$ cat src/rtl/ff_pkg.sv
// Shared mode encodings for the ff_bank register bank.
// The bank and its bench both import these so they agree on every mode value.
package ff_pkg;

    typedef enum logic [2:0] {
        MODE_HOLD   = 3'd0,
        MODE_LOAD   = 3'd1,
        MODE_SHL    = 3'd2,
        MODE_SHR    = 3'd3,
        MODE_ROTL   = 3'd4,
        MODE_ROTR   = 3'd5,
        MODE_TOGGLE = 3'd6,
        MODE_SETCLR = 3'd7
    } mode_e;

endpackage

$ cat src/rtl/ff_cell.sv
// Single-bit register with a synchronous reset value, an enable, and a complementary output.
module ff_cell (
    input  logic c,
    input  logic r,
    input  logic en,
    input  logic nd,
    input  logic rv,
    output logic q,
    output logic qn
);

    logic q_d;
    logic q_q;

    always_comb begin
        q_d = q_q;
        if (en) begin
            q_d = nd;
        end
    end

    always_ff @(posedge c) begin
        if (r) begin
            q_q <= rv;
        end else begin
            q_q <= q_d;
        end
    end

    assign q  = q_q;
    assign qn = ~q_q;

endmodule

$ cat src/rtl/ff_bank.sv
// WIDTH-bit register bank: hold, load, shift, rotate, toggle and masked set/clear,
// with a serial-out bit and a registered change flag.
module ff_bank
    import ff_pkg::*;
#(
    parameter int               WIDTH     = 8,
    parameter logic [WIDTH-1:0] RESET_VAL = {WIDTH{1'b0}}
) (
    input  logic             c,
    input  logic             r,
    input  logic             en,
    input  logic [2:0]       m,
    input  logic [WIDTH-1:0] d,
    input  logic             si,
    output logic [WIDTH-1:0] q,
    output logic [WIDTH-1:0] qn,
    output logic             so,
    output logic             chg
);

    logic [WIDTH-1:0] q_w;
    logic [WIDTH-1:0] qn_w;
    logic [WIDTH-1:0] nq;
    logic [WIDTH-1:0] si_vec;
    logic             so_d;
    logic             so_q;
    logic             chg_d;
    logic             chg_q;

    // Whole-vector shifts keep WIDTH=1 legal: shifts degenerate to q <= si, rotates to q <= q.
    always_comb begin
        si_vec    = '0;
        si_vec[0] = si;
        nq        = q_w;
        so_d      = so_q;
        case (m)
            MODE_HOLD:   nq = q_w;
            MODE_LOAD:   nq = d;
            MODE_SHL: begin
                nq   = (q_w << 1) | si_vec;
                so_d = q_w[WIDTH-1];
            end
            MODE_SHR: begin
                nq   = (q_w >> 1) | (si_vec << (WIDTH - 1));
                so_d = q_w[0];
            end
            MODE_ROTL: begin
                nq   = (q_w << 1) | (q_w >> (WIDTH - 1));
                so_d = q_w[WIDTH-1];
            end
            MODE_ROTR: begin
                nq   = (q_w >> 1) | (q_w << (WIDTH - 1));
                so_d = q_w[0];
            end
            MODE_TOGGLE: nq = q_w ^ d;
            MODE_SETCLR: nq = si ? (q_w | d) : (q_w & ~d);
            default:     nq = q_w;
        endcase
        if (!en) begin
            nq   = q_w;
            so_d = so_q;
        end
        chg_d = (nq != q_w);
    end

    for (genvar i = 0; i < WIDTH; i++) begin : g_cell
        ff_cell u_cell (
            .c  (c),
            .r  (r),
            .en (en),
            .nd (nq[i]),
            .rv (RESET_VAL[i]),
            .q  (q_w[i]),
            .qn (qn_w[i])
        );
    end

    always_ff @(posedge c) begin
        if (r) begin
            so_q  <= 1'b0;
            chg_q <= 1'b0;
        end else begin
            so_q  <= so_d;
            chg_q <= chg_d;
        end
    end

    assign q   = q_w;
    assign qn  = qn_w;
    assign so  = so_q;
    assign chg = chg_q;

endmodule

$ cat config.mk
export PLATFORM = sky130hd
export DESIGN_NAME = ff_bank
export DESIGN_NICKNAME = d
export VERILOG_FILES = /design/src/rtl/ff_pkg.sv /design/src/rtl/ff_cell.sv /design/src/rtl/ff_bank.sv
export SDC_FILE = /design/constraint.sdc
export NUM_CORES = 1
export LEC_CHECK = 0
export ABC_CLOCK_PERIOD_IN_PS = 3450
export CAP_MARGIN = 40
export CORE_ASPECT_RATIO = 1.25
export CORE_MARGIN = 10
export CORE_UTILIZATION = 53
export CTS_CLUSTER_SIZE = 28
export DETAILED_ROUTE_END_ITERATION = 8
export PLACE_DENSITY = 0.95
export SYNTH_ARGS = -nofsm -noshare
export SYNTH_HDL_FRONTEND = slang
export SYNTH_HIERARCHICAL = 1
export SYNTH_SLANG_ARGS = --single-unit
$ cat constraint.sdc
create_clock -name c -period 3.45 [get_ports c]
set_input_delay 0.5175 -clock c [delete_from_list [all_inputs] [get_ports c]]
set_output_delay 0.5175 -clock c [all_outputs]
set_load 0.01 [all_outputs]
== Word-level counts from Yosys, hierarchy flattened ==
Cells that the tools add are included.
Word-level totals
  word-level logic and storage cells: 43
  output and inout bits: 18
  bits of input ports: 15
  register bits after elaboration: 10
Cells by class
  equality and inequality tests: 8
  reduce and logical (&&, ||, !) cells: 5
  bitwise logic cells: 16
  muxes and demuxes: 4
Operators with widths (number)
  8-bit case mux with 8 select lines: 1
  8-bit 2-to-1 mux: 2
  7-bit by 8-bit OR with 8-bit output: 2
  8-bit by 1-bit OR with 8-bit output: 2
  3-bit == test, second input constant: 4
  8-bit AND: 1
  8-bit != test: 1
  1-bit inverter: 8
  8-bit inverter: 1
  8-bit OR: 1
  8-bit XOR: 1
  3-bit by 2-bit == test with 1-bit output, second input constant: 2
  2-bit OR reduction: 2
  3-bit by 1-bit == test with 1-bit output, second input constant: 1
  3-bit zero test: 1
  1-bit case mux with 2 select lines: 1
  2-bit AND reduction: 1
  2-bit nonzero test: 1

== Longest topological paths before layout ==
  depth in word-level cells: 6
  mapped depth: 9
  mapped depth without buffers: 7

== Hierarchy ==
Netlist, hierarchy kept.
Modules (own cells, without submodules)
  ff_bank: instances 1, seq. area each 40.0 sq um, cells each 133, area an instance 877.1 sq um
  ff_cell: instances 8, seq. area each 30.0 sq um, cells each 4, area an instance 55.1 sq um

== Worst setup path before layout ==
OpenSTA, ideal clock, no wires.
  kind: input-to-reg
  start point: input port m[0]
  end point: register g_cell[5].u_cell.q_q (data pin)
  stages on the path: 7
  setup time: 0.260 ns
  slack: 1.279 ns
  required time: 3.190 ns
  arrival: 1.911 ns
  cells stage by stage: buf_2 nor3b_4 nor3_1 a221oi_1 o21ai_0 o21a_1 mux2_4
On the way
  longest elaborated chain between the ends: 3
Ends and longest elaborated chain
  from (decl): line ff_bank.sv:12  | input logic [2:0] m,
  3-bit == test, or another cell as far along: line ff_bank.sv:36  | case (m)
  8-bit case mux with 8 select lines (*): line ff_bank.sv:36
  8-bit 2-to-1 mux (*): line ff_bank.sv:59  | if (!en) begin
  via nq[5]: line ff_bank.sv:23  | logic [WIDTH-1:0] nq;
  to (signal assigned): line ff_cell.sv:24  | q_q <= rv;
  to (signal assigned): line ff_cell.sv:26  | q_q <= q_d;
  to (decl): line ff_cell.sv:13  | logic q_q;
The timed path passes the listed nets; every way through them passes the cells marked *.
A chain may end at the register's enable or synchronous reset.

== Worst setup path in the final report ==
  start point: input port m[2]
  end point: register g_cell[5].u_cell.q_q (data pin)
Same word-level chain as after synthesis.

==> flow_summary.rst <==
.. list-table::
   :header-rows: 1

   * - Metric
     - Value
   * - Outcome
     - finished, final reports clean
   * - Dpl cells
     - 230
   * - Clock-pin slew on the worst setup and hold paths
     - around 70 ps
   * - Count of nets left with antenna violations after detail routing
     - 0
   * - Internal Pwr Total
     - about 0.00035 W
   * - GR Util All Layers
     - 0.1627
   * - Proportion of layout cells with a drive suffix above 1
     - 0.1692
   * - #FFs+latches synth
     - 10
   * - Ys Warns
     - 6
   * - RSZ-0062 raised after global routing
     - false
   * - Data arrival at the endpoint of the critical path
     - 2800 ps
   * - Weighted congestion at the end of routability-driven global placement
     - roughly 0.93
   * - CTS buffer count
     - 3
   * - Synthesized area per cell
     - 7.985 sq um
   * - Final design instance area without fill
     - between 1500 and 2000 sq um
   * - Worst clock skew on the final layout
     - 3.710 ps
   * - Primary flip-flop cell chosen by synthesis mapping
     - sky130_fd_sc_hd__edfxtp_1
   * - DRC violations left
     - 0
   * - Critical register-to-register path endpoint
     - chg$_SDFF_PP0_
   * - Synth top area share
     - 0.1823
   * - Gate count after technology mapping
     - 165
   * - Seq/Total Area, Yosys
     - 0.2127
   * - Crit path largest cell delay
     - 700 ps
   * - Largest area contributor in the synthesized netlist
     - sky130_fd_sc_hd__edfxtp_1
   * - Met2 usage
     - 0.2664
   * - Deepest level of the CTS H-tree
     - 1
   * - Switching Share
     - 0.3542
   * - Kind of start point of the critical path
     - primary input
   * - Diodes inserted
     - 0
   * - Maximum number of pins on one net before global-route repair
     - 22
   * - # nets final
     - 217
   * - Initial core utilization
     - 0.5484
   * - Net Switching
     - 0.0001910 W
   * - Vias in the first global route
     - about 1,400
   * - # clock sinks
     - 10
   * - Number of cells in the finished layout apart from fillers
     - between 200 and 250
   * - Synth cell count leaders
     - sky130_fd_sc_hd__nor2_1 (18), sky130_fd_sc_hd__o21ai_0 (15), sky130_fd_sc_hd__inv_1 (13)
   * - Class of the tightest hold or removal check
     - reg -> reg
   * - Final HPWL from detailed placement
     - 2865 microns
   * - Final period util
     - 0.8032
   * - Aggregate global routing overflow
     - 0
   * - Clock Tree Root
     - sky130_fd_sc_hd__clkbuf_4
   * - Synthesized area
     - roughly 1300 sq um
   * - Actual slew at the worst max-slew pin
     - 742.8 ps
   * - Final TNS setup
     - 0 ps
   * - Global-route layer with the greatest usage
     - met2
   * - Average routed wire per standard cell
     - 16.23 microns
   * - FF-to-FF Start
     - g_cell[7].u_cell/q$_DFFE_PP_
   * - Maximum clock path buffer count
     - 2
   * - Met1 usage
     - 0.1929
   * - Grt met3 use
     - 0.03824
   * - Slew Viols, Final
     - 0
   * - Cell with the biggest individual delay on the critical path
     - sky130_fd_sc_hd__clkdlybuf4s50_1
   * - Max_cap viols
     - 0
   * - Static leakage power
     - around 0.69 nW
   * - Number of flops mapped to enable cells by yosys
     - 8
   * - Total power per unit cell area
     - 315.5 nW/um^2
   * - Most area-consuming cells after synthesis
     - sky130_fd_sc_hd__edfxtp_1 (18%), sky130_fd_sc_hd__mux2_4 (9.1%), sky130_fd_sc_hd__o21ai_0 (5.7%)
   * - Portion of total power attributed to combinational logic
     - 0.468
   * - First-iteration detailed-routing DRC count
     - 69
   * - Launch instance of the worst min-delay path
     - so$_SDFFE_PP0P_
   * - Required time of the critical path
     - 3480 ps
   * - Core Area
     - between 2000 and 2500 sq um
   * - Hold Crit Endpoint
     - so$_SDFFE_PP0P_
   * - Fin crit period
     - 2771 ps
   * - Highest clock frequency the design can meet
     - 360.9 MHz
   * - First-pass GRT wire length
     - 6499 microns
   * - Crit-path max FO
     - 15
   * - Number of buffers added to fix hold violations after cts
     - 0
   * - Depth of the worst register-to-register path
     - 6
   * - Vias per cell
     - 5.880
   * - R2R setup slack
     - 1460 ps
   * - Peak supply drop
     - 0.2961 mV
   * - Post-layout total power
     - about 0.00054 W
   * - Source-to-sink clock delay at the later pin of the worst-skew pair
     - 270 ps
   * - Clock tree from TritonCTS
     - yes
   * - Count of input and output buffers
     - 32
   * - Share of power burned in the clock network
     - 0.204
   * - Ordered cell list for the critical path
     - clkdlybuf4s50_1 -> nor3b_4 -> nor3_1 -> a221oi_1 -> o21ai_0 -> o21a_1 -> mux2_4
   * - Number of cells upsized or downsized after cts
     - 0
   * - Floorplan die area
     - 4893 sq um
   * - Post-place instance area
     - 1673 sq um
   * - Total number of vias
     - 1,376
   * - Share of power burned in registers
     - 0.328
   * - Top Ports
     - 33
   * - Chip Height
     - approximately 76 microns
   * - Endpoint type of the worst setup path
     - flip-flop
   * - Dominant cell by count in the synthesized netlist
     - sky130_fd_sc_hd__nor2_1
   * - Relative area change from synthesis to final layout
     - 29.72%
   * - Proportion of register bits with asynchronous set or reset after synthesis
     - 0
   * - Drt total wl
     - 3797 microns
   * - Final Hold Viols
     - 0
   * - Post-CTS setup buffers
     - 0
   * - Row cnt
     - 20
   * - Number of antenna violations at the first check in global routing
     - 0
   * - Worst setup path class
     - in -> reg
   * - First drt pass iteration count
     - 4
   * - Min-Delay Path Depth
     - 3
   * - Number of setup violations in the final report
     - 0
   * - Tightest slew margin relative to the limit
     - 0.5033
   * - Launching instance or port of the critical path
     - m[2]
   * - Die Span X
     - between 60 and 70 microns
   * - Unique cell type count in the Yosys netlist
     - 49
[power by group through the flow]
| stage | combinational, W | sequential (W) | clock (W) |
|---|---|---|---|
| floorplan | 0.000145 | 0.000176 | 0 |
| global placement | 0.000249 | 0.000179 | 0 |
| detailed placement | 0.000250 | 0.000178 | 0 |
| CTS | 0.000253 | 0.000176 | 0.000116 |
| global route | 0.000276 | 0.000181 | 0.000118 |
| finish | 0.000253 | 0.000177 | 0.000110 |
[final cells by class]
| type | instances | area (sq um) |
|---|---|---|
| fillers | 219 | 693.2 |
| inverters | 13 | 48.80 |
| well taps | 33 | 41.29 |
| multi-input cells | 140 | 954.7 |
| repair buffers | 34 | 347.8 |
| clock buffers | 4 | 36.28 |
| flip-flops and latches | 10 | 280.3 |
[through the flow]
step,utilization,worst slack (ps),hold slack [ps]
floorplan,-,1279,587.2
global placement,0.6964,499.0,615.6
detailed placement,0.6964,439.9,636.0
CTS,0.7115,729.8,650.6
global route,0.7115,563.4,700.7
finish,0.7115,679.1,650.5
[cell families after synthesis]
group,share of synthesized area
XOR/XNOR,0.01900
other,0.002846
flip-flops,0.2127
multiplexers,0.1216
AO/OA/AOI/OAI,0.2830
buffers and inverters,0.08262
AND/OR/NAND/NOR,0.2783
[worst max path at each step]
stage	endpoint	slack [ps]	cells after the start
3_3_place_gp	g_cell[5].u_cell/q$_DFFE_PP_	500	7
2_1_floorplan	g_cell[5].u_cell/q$_DFFE_PP_	1280	7
3_5_place_dp	g_cell[5].u_cell/q$_DFFE_PP_	440	7
5_1_grt	g_cell[5].u_cell/q$_DFFE_PP_	560	7
4_1_cts	g_cell[5].u_cell/q$_DFFE_PP_	730	7
6_report	g_cell[5].u_cell/q$_DFFE_PP_	680	7
[critical path: cells and delay by family]
kind	cells	cell delay (ps)
buf+inv	1	700
simple gates	2	640
mux	1	260
compound gates	3	700
[flip-flops by register name, indices dropped and copies added (netlist names)]
signal           cells
chg                  1
g_cell.u_cell/q      8
so                   1
[placed cells by master, fill, tap and decap left out, drive strengths merged, types with 2 or more instances in the layout]
| cell type | count |
|---|---|
| o21ai | 15 |
| o311ai | 2 |
| or2 | 9 |
| o21a | 2 |
| clkdlybuf4s50 | 32 |
| a21o | 2 |
| and2 | 3 |
| nand3 | 4 |
| xnor2 | 2 |
| a2bb2oi | 3 |
| a31oi | 2 |
| nor2 | 18 |
| clkbuf | 4 |
| dfxtp | 2 |
| edfxtp | 8 |
| nand2b | 5 |
| a221oi | 3 |
| buf | 2 |
| inv | 13 |
| nand3b | 2 |
| mux2 | 8 |
| o211ai | 6 |
| mux2i | 4 |
| conb | 8 |
| nor3 | 4 |
| a21oi | 8 |
| nor2b | 5 |
| nand2 | 11 |
[layer usage]
metal  vias to the layer above  share of wire
met4                         0          0.033
met1                       625           0.41
li1                        667              -
met3                        15          0.088
met2                        69           0.47
met5                         -              0
Power figures use the tool's default switching activity.
